$ cat config.mk
export PLATFORM = sky130hd
export DESIGN_NAME = apb_req_arbiter
export DESIGN_NICKNAME = d
export VERILOG_FILES = /design/src/rtl/apb_arb_pkg.sv /design/src/rtl/apb_req_arbiter_rr_arb2.sv /design/src/rtl/apb_req_arbiter.sv
export SDC_FILE = /design/constraint.sdc
export NUM_CORES = 1
export LEC_CHECK = 0
export CAP_MARGIN = 5
export CORE_ASPECT_RATIO = 0.8
export CORE_MARGIN = 3
export CORE_UTILIZATION = 37
export CTS_CLUSTER_SIZE = 40
export DETAILED_ROUTE_END_ITERATION = 6
export GPL_TIMING_DRIVEN = 0
export PLACE_DENSITY = 0.76
export SLEW_MARGIN = 10
export SYNTH_ARGS = -nofsm -noshare
export SYNTH_HDL_FRONTEND = slang
export SYNTH_SLANG_ARGS = --single-unit
$ cat constraint.sdc
create_clock -name clk -period 1.7 [get_ports clk]
set_clock_uncertainty 0.2 [all_clocks]
set_input_delay 0.17 -clock clk [delete_from_list [all_inputs] [get_ports clk]]
set_output_delay 0.17 -clock clk [all_outputs]
set_load 0.05 [all_outputs]
$ cat src/rtl/apb_arb_pkg.sv
// Shared types for the two-requester APB arbiter.
package apb_arb_pkg;

    localparam int NUM_REQ = 2;

    typedef enum logic [1:0] {
        IDLE,
        SETUP,
        ACCESS
    } apb_state_t;

    typedef logic [0:0] req_idx_t;

endpackage

$ cat src/rtl/apb_req_arbiter_rr_arb2.sv
// Two-way round-robin pick: a lone eligible requester wins outright; when
// both are eligible, the one that did not win last time is chosen.
module rr_arb2
    import apb_arb_pkg::*;
(
    input  logic [NUM_REQ-1:0] eligible,
    input  logic               last_gnt,
    output logic               gnt_valid,
    output logic               gnt_idx
);

    assign gnt_valid = |eligible;

    // Winner index: requester 1 when it alone is eligible, otherwise rotate on ties
    always_comb begin
        gnt_idx = eligible[1];
        if (&eligible) begin
            gnt_idx = ~last_gnt;
        end
    end

endmodule

$ cat src/rtl/apb_req_arbiter.sv
// Shares one APB master port between two requesters with round-robin
// arbitration, sequencing SETUP/ACCESS and returning done/err/rdata.
// Optional feature macro: APB_TIMEOUT_EN (abort ACCESS after TIMEOUT_CYCLES).
module apb_req_arbiter
    import apb_arb_pkg::*;
#(
    parameter  int ADDR_W         = 8,
    parameter  int DATA_W         = 8,
    parameter  int NUM_DEV        = 4,
    parameter  int TIMEOUT_CYCLES = 16,
    localparam int DEV_W          = $clog2(NUM_DEV) + 1
) (
    input  logic                  clk,
    input  logic                  rst,
    input  logic [1:0]            req,
    input  logic [1:0]            wr,
    input  logic [2*ADDR_W-1:0]   addr,
    input  logic [2*DATA_W-1:0]   wdata,
    input  logic [2*DEV_W-1:0]    dev,
    output logic [1:0]            done,
    output logic                  err,
    output logic [DATA_W-1:0]     rdata,
    output logic [NUM_DEV-1:0]    psel,
    output logic                  penable,
    output logic                  pwrite,
    output logic [ADDR_W-1:0]     paddr,
    output logic [DATA_W-1:0]     pwdata,
    input  logic [DATA_W-1:0]     prdata,
    input  logic                  pready
);

    apb_state_t        state_q, state_d;
    req_idx_t          owner_q, owner_d;
    logic              last_gnt_q, last_gnt_d;
    logic              wr_q, wr_d;
    logic [ADDR_W-1:0] addr_q, addr_d;
    logic [DATA_W-1:0] wdata_q, wdata_d;
    logic [DEV_W-1:0]  dev_q, dev_d;
    logic [1:0]        done_q, done_d;
    logic              err_q, err_d;
    logic [DATA_W-1:0] rdata_q, rdata_d;

`ifdef APB_TIMEOUT_EN
    localparam int TMO_W = $clog2(TIMEOUT_CYCLES + 1);
    logic [TMO_W-1:0]  tmo_q, tmo_d;
`endif

    // A requester whose done is pulsing this cycle sits out the arbitration.
    logic [1:0]        eligible;
    logic              gnt_valid;
    logic              gnt_idx;
    logic              sel_wr;
    logic [ADDR_W-1:0] sel_addr;
    logic [DATA_W-1:0] sel_wdata;
    logic [DEV_W-1:0]  sel_dev;

    assign eligible  = req & ~done_q;
    assign sel_wr    = gnt_idx ? wr[1] : wr[0];
    assign sel_addr  = gnt_idx ? addr[2*ADDR_W-1:ADDR_W]   : addr[ADDR_W-1:0];
    assign sel_wdata = gnt_idx ? wdata[2*DATA_W-1:DATA_W]  : wdata[DATA_W-1:0];
    assign sel_dev   = gnt_idx ? dev[2*DEV_W-1:DEV_W]      : dev[DEV_W-1:0];

    rr_arb2 u_rr_arb2 (
        .eligible  (eligible),
        .last_gnt  (last_gnt_q),
        .gnt_valid (gnt_valid),
        .gnt_idx   (gnt_idx)
    );

    // Next-state: arbitrate in IDLE, walk SETUP -> ACCESS, register completion
    always_comb begin
        state_d    = state_q;
        owner_d    = owner_q;
        last_gnt_d = last_gnt_q;
        wr_d       = wr_q;
        addr_d     = addr_q;
        wdata_d    = wdata_q;
        dev_d      = dev_q;
        done_d     = 2'b00;
        err_d      = 1'b0;
        rdata_d    = rdata_q;
`ifdef APB_TIMEOUT_EN
        tmo_d      = tmo_q;
`endif
        case (state_q)
            IDLE: begin
                if (gnt_valid) begin
                    owner_d = gnt_idx;
                    if (sel_dev >= DEV_W'(NUM_DEV)) begin
                        // No such slave: fail immediately, bus pins untouched
                        done_d[gnt_idx] = 1'b1;
                        err_d           = 1'b1;
                        last_gnt_d      = gnt_idx;
                    end else begin
                        wr_d    = sel_wr;
                        addr_d  = sel_addr;
                        wdata_d = sel_wdata;
                        dev_d   = sel_dev;
                        state_d = SETUP;
                    end
                end
            end
            SETUP: begin
`ifdef APB_TIMEOUT_EN
                tmo_d   = '0;
`endif
                state_d = ACCESS;
            end
            ACCESS: begin
                if (pready) begin
                    if (!wr_q) begin
                        rdata_d = prdata;
                    end
                    done_d[owner_q] = 1'b1;
                    last_gnt_d      = owner_q;
                    state_d         = IDLE;
`ifdef APB_TIMEOUT_EN
                end else if (tmo_q == TMO_W'(TIMEOUT_CYCLES - 1)) begin
                    done_d[owner_q] = 1'b1;
                    err_d           = 1'b1;
                    last_gnt_d      = owner_q;
                    state_d         = IDLE;
                end else begin
                    tmo_d = tmo_q + 1'b1;
`endif
                end
            end
            default: state_d = IDLE;
        endcase
    end

    // State and transfer registers; reset returns the bus to a quiet IDLE
    always_ff @(posedge clk) begin
        if (rst) begin
            state_q    <= IDLE;
            owner_q    <= '0;
            last_gnt_q <= 1'b1;
            wr_q       <= 1'b0;
            addr_q     <= '0;
            wdata_q    <= '0;
            dev_q      <= '0;
            done_q     <= 2'b00;
            err_q      <= 1'b0;
            rdata_q    <= '0;
`ifdef APB_TIMEOUT_EN
            tmo_q      <= '0;
`endif
        end else begin
            state_q    <= state_d;
            owner_q    <= owner_d;
            last_gnt_q <= last_gnt_d;
            wr_q       <= wr_d;
            addr_q     <= addr_d;
            wdata_q    <= wdata_d;
            dev_q      <= dev_d;
            done_q     <= done_d;
            err_q      <= err_d;
            rdata_q    <= rdata_d;
`ifdef APB_TIMEOUT_EN
            tmo_q      <= tmo_d;
`endif
        end
    end

    // One-hot slave select for the latched device while a transfer is on the bus
    always_comb begin
        psel = '0;
        for (int i = 0; i < NUM_DEV; i++) begin
            psel[i] = (state_q != IDLE) && (dev_q == DEV_W'(i));
        end
    end

    assign penable = (state_q == ACCESS);
    assign pwrite  = wr_q;
    assign paddr   = addr_q;
    assign pwdata  = wdata_q;
    assign done    = done_q;
    assign err     = err_q;
    assign rdata   = rdata_q;

endmodule

==> metrics.cfg, run 1 <==
[cells_and_area]
drive_above_1_share_pct = 19.5
nNetsFinal = 360
fillCellCount = 422
area_delta_synth_final_pct = 69.0
finalNonFillerCells = 368
antenna_cells = 0

[timing]
rsz0062_at_grt = yes
setup_viol = 17
tightest_slew_ps = 513
max_freq_mhz = 567
setup_tns_ps = -317
slew_headroom_pct = 65.9
post-route-period-util_pct = 104
slew_viol_final = 0
hold_viol = 0
fin_crit_ps = 1760
setup_ws_ps = -63.5

[placement]
routabilityCongestion = 0.730
io_buffers = 84
dp_cells = 343
dp_hpwl_um = 4070

[synth]
syn-num-nets = 252
synth_area_leader_cell = dfxtp_1
syn_area_sq_um = 1890
synth_common_cells = 35 x dfxtp_1, 27 x mux2i_1, 20 x nand2b_1
ys_ff_latch = 35
synth.most_common_cell = dfxtp_1
avgSynthCellArea_sq_um = 9.48
synth_edf_count = 0
netlist-cell-type-count = 34
async_flop_share_pct = 0
yosysSeqAreaShare_pct = 37.1
synth_top_area_share_pct = 37.1
synth.area.top_cells = dfxtp_1 37%, mux2i_1 14%, a21boi_0 7.6%
yosys_warnings = 0
ys.flop_type = dfxtp_1
synthCells = 199

[global_routing]
grt_pass1_wl_um = 9310
grt_remaining_overflow = 0
grt_util_all_layers_pct = 19.4
antenna_found_initial = 0
grt_pass1_vias = 1907
grt_max_degree = 11

[outcome]
run_status = complete, but fails checks
violations = negative setup slack

[clocking]
cts_max_path_buffers = 2
cts.sinks = 35
cts_tree = built
clk_pin_slew_ps = 70
clock-root-buffer = clkbuf_8
clk_latency_ps = 290
h-tree-depth = 2
numCtsBuffers = 5

[worst_setup_path]
r2r_start = done[1]
rr_endpoint = paddr[7]
rrSetupSlack_ps = -20
reg2regPathDepth = 7
path_max_fanout = 4
crit_type = reg -> out
cp.required_ps = 1330
start_kind = flop
critPathLaunch = state_q[1]
critPathCapture = psel[2]
end_kind = primary output
critPathArrivalTime_ps = 1390

[floorplanning]
die_h_um = 69.9
start_util_pct = 39.6
io_pins = 86
die_w_um = 85.8
die_area_sq_um = 6000
rows = 22
coreArea_sq_um = 4760

[power_and_ir_drop]
power_per_cell_area_nw_per_um2 = 838
p_leak_nw = 1.47
max-vdd-ir-drop_mv = 0.431

[drt]
drtIter0Drc = 43
vias_per_cell = 5.01
drt_first_pass_iters = 4
wl_per_cell_um = 15.3
drcViolationCount = 0
drt_wl_total_um = 5630
detail-route-antenna-nets = 0
vias = 1843

[hold_path]
hold_class = in -> reg

[run]
maxCapViolCount = 0

==> worst max-delay path, stage by stage, from the launching register on <==
cell and delay, ps:
dfxtp_4 370, nor2_4 50, buf_6 120, buf_6 110, nor4b_4 260, buf_6 190
==> metal layers <==
metal  share of wire [%]  GRT usage (%)
met5                   0              0
met4                 1.1           5.80
met3                 6.8           5.31
met2                  45           29.8
met1                  47           26.4
==> final cells by class <==
cell class	instances	area, sq um	share of cell area [%]
repair buffers	101	993	31.2
flip-flops and latches	35	719	22.6
plain buffers	18	118	3.69
well taps	60	75.1	2.35
inverters	1	3.75	0.118
clock buffers	8	100	3.14
multi-input cells	145	1180	37.0
==> per-stage QoR <==
stage | cell area (sq um) | worst slack (ps) | total power [W] | hold slack [ps] | utilization (%)
floorplan | 1950 | -98.4 | 0.00155 | 117 | -
global placement | 2870 | -374 | 0.00188 | 257 | 60.3
detailed placement | 2870 | -381 | 0.00189 | 263 | 60.3
CTS | 3080 | -93.4 | 0.00262 | 199 | 64.7
global route | 3190 | -139 | 0.00280 | 255 | 66.9
finish | 3190 | -63.5 | 0.00267 | 191 | 66.9
==> registers in the layout, indices dropped and copies added (netlist names) <==
register    flops
pwrite          1
state_q         2
rdata           8
last_gnt_q      1
err             1
owner_q         1
pwdata          8
paddr           8
dev_q           3
done            2
==> timing repair <==
action                     in CTS  in global routing
setup buffers                  12                  4
pin swaps                       3                  6
hold buffers                    0                  0
resized for setup              69                 28
setup endpoints to repair      61                 33
gates cloned                    1                  0
==> power by group <==
group / switching [W] / leakage, nW / internal (W)
sequential: 0.0000605 / 0.289 / 0.000896
combinational: 0.000546 / 1.13 / 0.000498
clock: 0.000302 / 0.0515 / 0.000370
==> cell families (layout without fill, tap and decap cells) <==
| kind of cell | after synthesis | count (layout) | share of synthesized area (%) |
|---|---|---|---|
| AO/OA/AOI/OAI | 49 | 49 | 19.7 |
| multiplexers | 27 | 27 | 14.3 |
| flip-flops | 35 | 35 | 37.1 |
| buffers and inverters | 19 | 128 | 5.57 |
| AND/OR/NAND/NOR | 69 | 69 | 23.3 |
==> how the worst min path moves through the flow <==
stage | startpoint | to | slack [ps] | cells after the start
3_5_place_dp | owner_q | owner_q | 260 | 2
6_report | rst | pwrite | 190 | 3
3_3_place_gp | owner_q | owner_q | 260 | 2
5_1_grt | rst | paddr[7] | 260 | 3
4_1_cts | rst | pwdata[5] | 200 | 3
2_1_floorplan | prdata[0] | rdata[0] | 120 | 2
==> cell usage in the layout (no fill, tap or decap), types with 2 or more instances in the layout <==
cell | netlist | routed
buf_2 | 2 | 4
clkbuf_8 | 0 | 7
buf_4 | 0 | 11
o21bai_1 | 19 | 19
buf_12 | 1 | 3
buf_6 | 2 | 9
dfxtp_1 | 35 | 28
nor3_1 | 4 | 4
a21oi_1 | 3 | 3
dlygate4sd2_1 | 0 | 30
a21boi_0 | 19 | 19
clkdlybuf4s50_1 | 0 | 49
dfxtp_2 | 0 | 3
clkbuf_2 | 0 | 2
nand2b_1 | 20 | 20
dfxtp_4 | 0 | 4
nand2_1 | 2 | 2
a221oi_1 | 2 | 2
clkbuf_1 | 13 | 9
and3_1 | 19 | 19
nor2b_4 | 1 | 2
nor2_1 | 10 | 10
mux2i_1 | 27 | 26
(Power assumes the default switching activity.)
==> run 2: changes to the inputs <==
--- a/config.mk
+++ b/config.mk
@@ -13,7 +13,7 @@
 export DETAILED_ROUTE_END_ITERATION = 6
 export GPL_TIMING_DRIVEN = 0
 export PLACE_DENSITY = 0.76
-export SLEW_MARGIN = 10
+export SLEW_MARGIN = 20
 export SYNTH_ARGS = -nofsm -noshare
 export SYNTH_HDL_FRONTEND = slang
 export SYNTH_SLANG_ARGS = --single-unit
==> results of run 2 <==
Final layout, timing and power as in run 1 (identical DEF).
==> run 3: changes to the inputs <==
--- a/config.mk
+++ b/config.mk
@@ -9,7 +9,7 @@
 export CORE_ASPECT_RATIO = 0.8
 export CORE_MARGIN = 3
 export CORE_UTILIZATION = 37
-export CTS_CLUSTER_SIZE = 40
+export CTS_CLUSTER_SIZE = 28
 export DETAILED_ROUTE_END_ITERATION = 6
 export GPL_TIMING_DRIVEN = 0
 export PLACE_DENSITY = 0.76
==> results of run 3 <==
Final layout, timing and power as in run 1 (identical DEF).
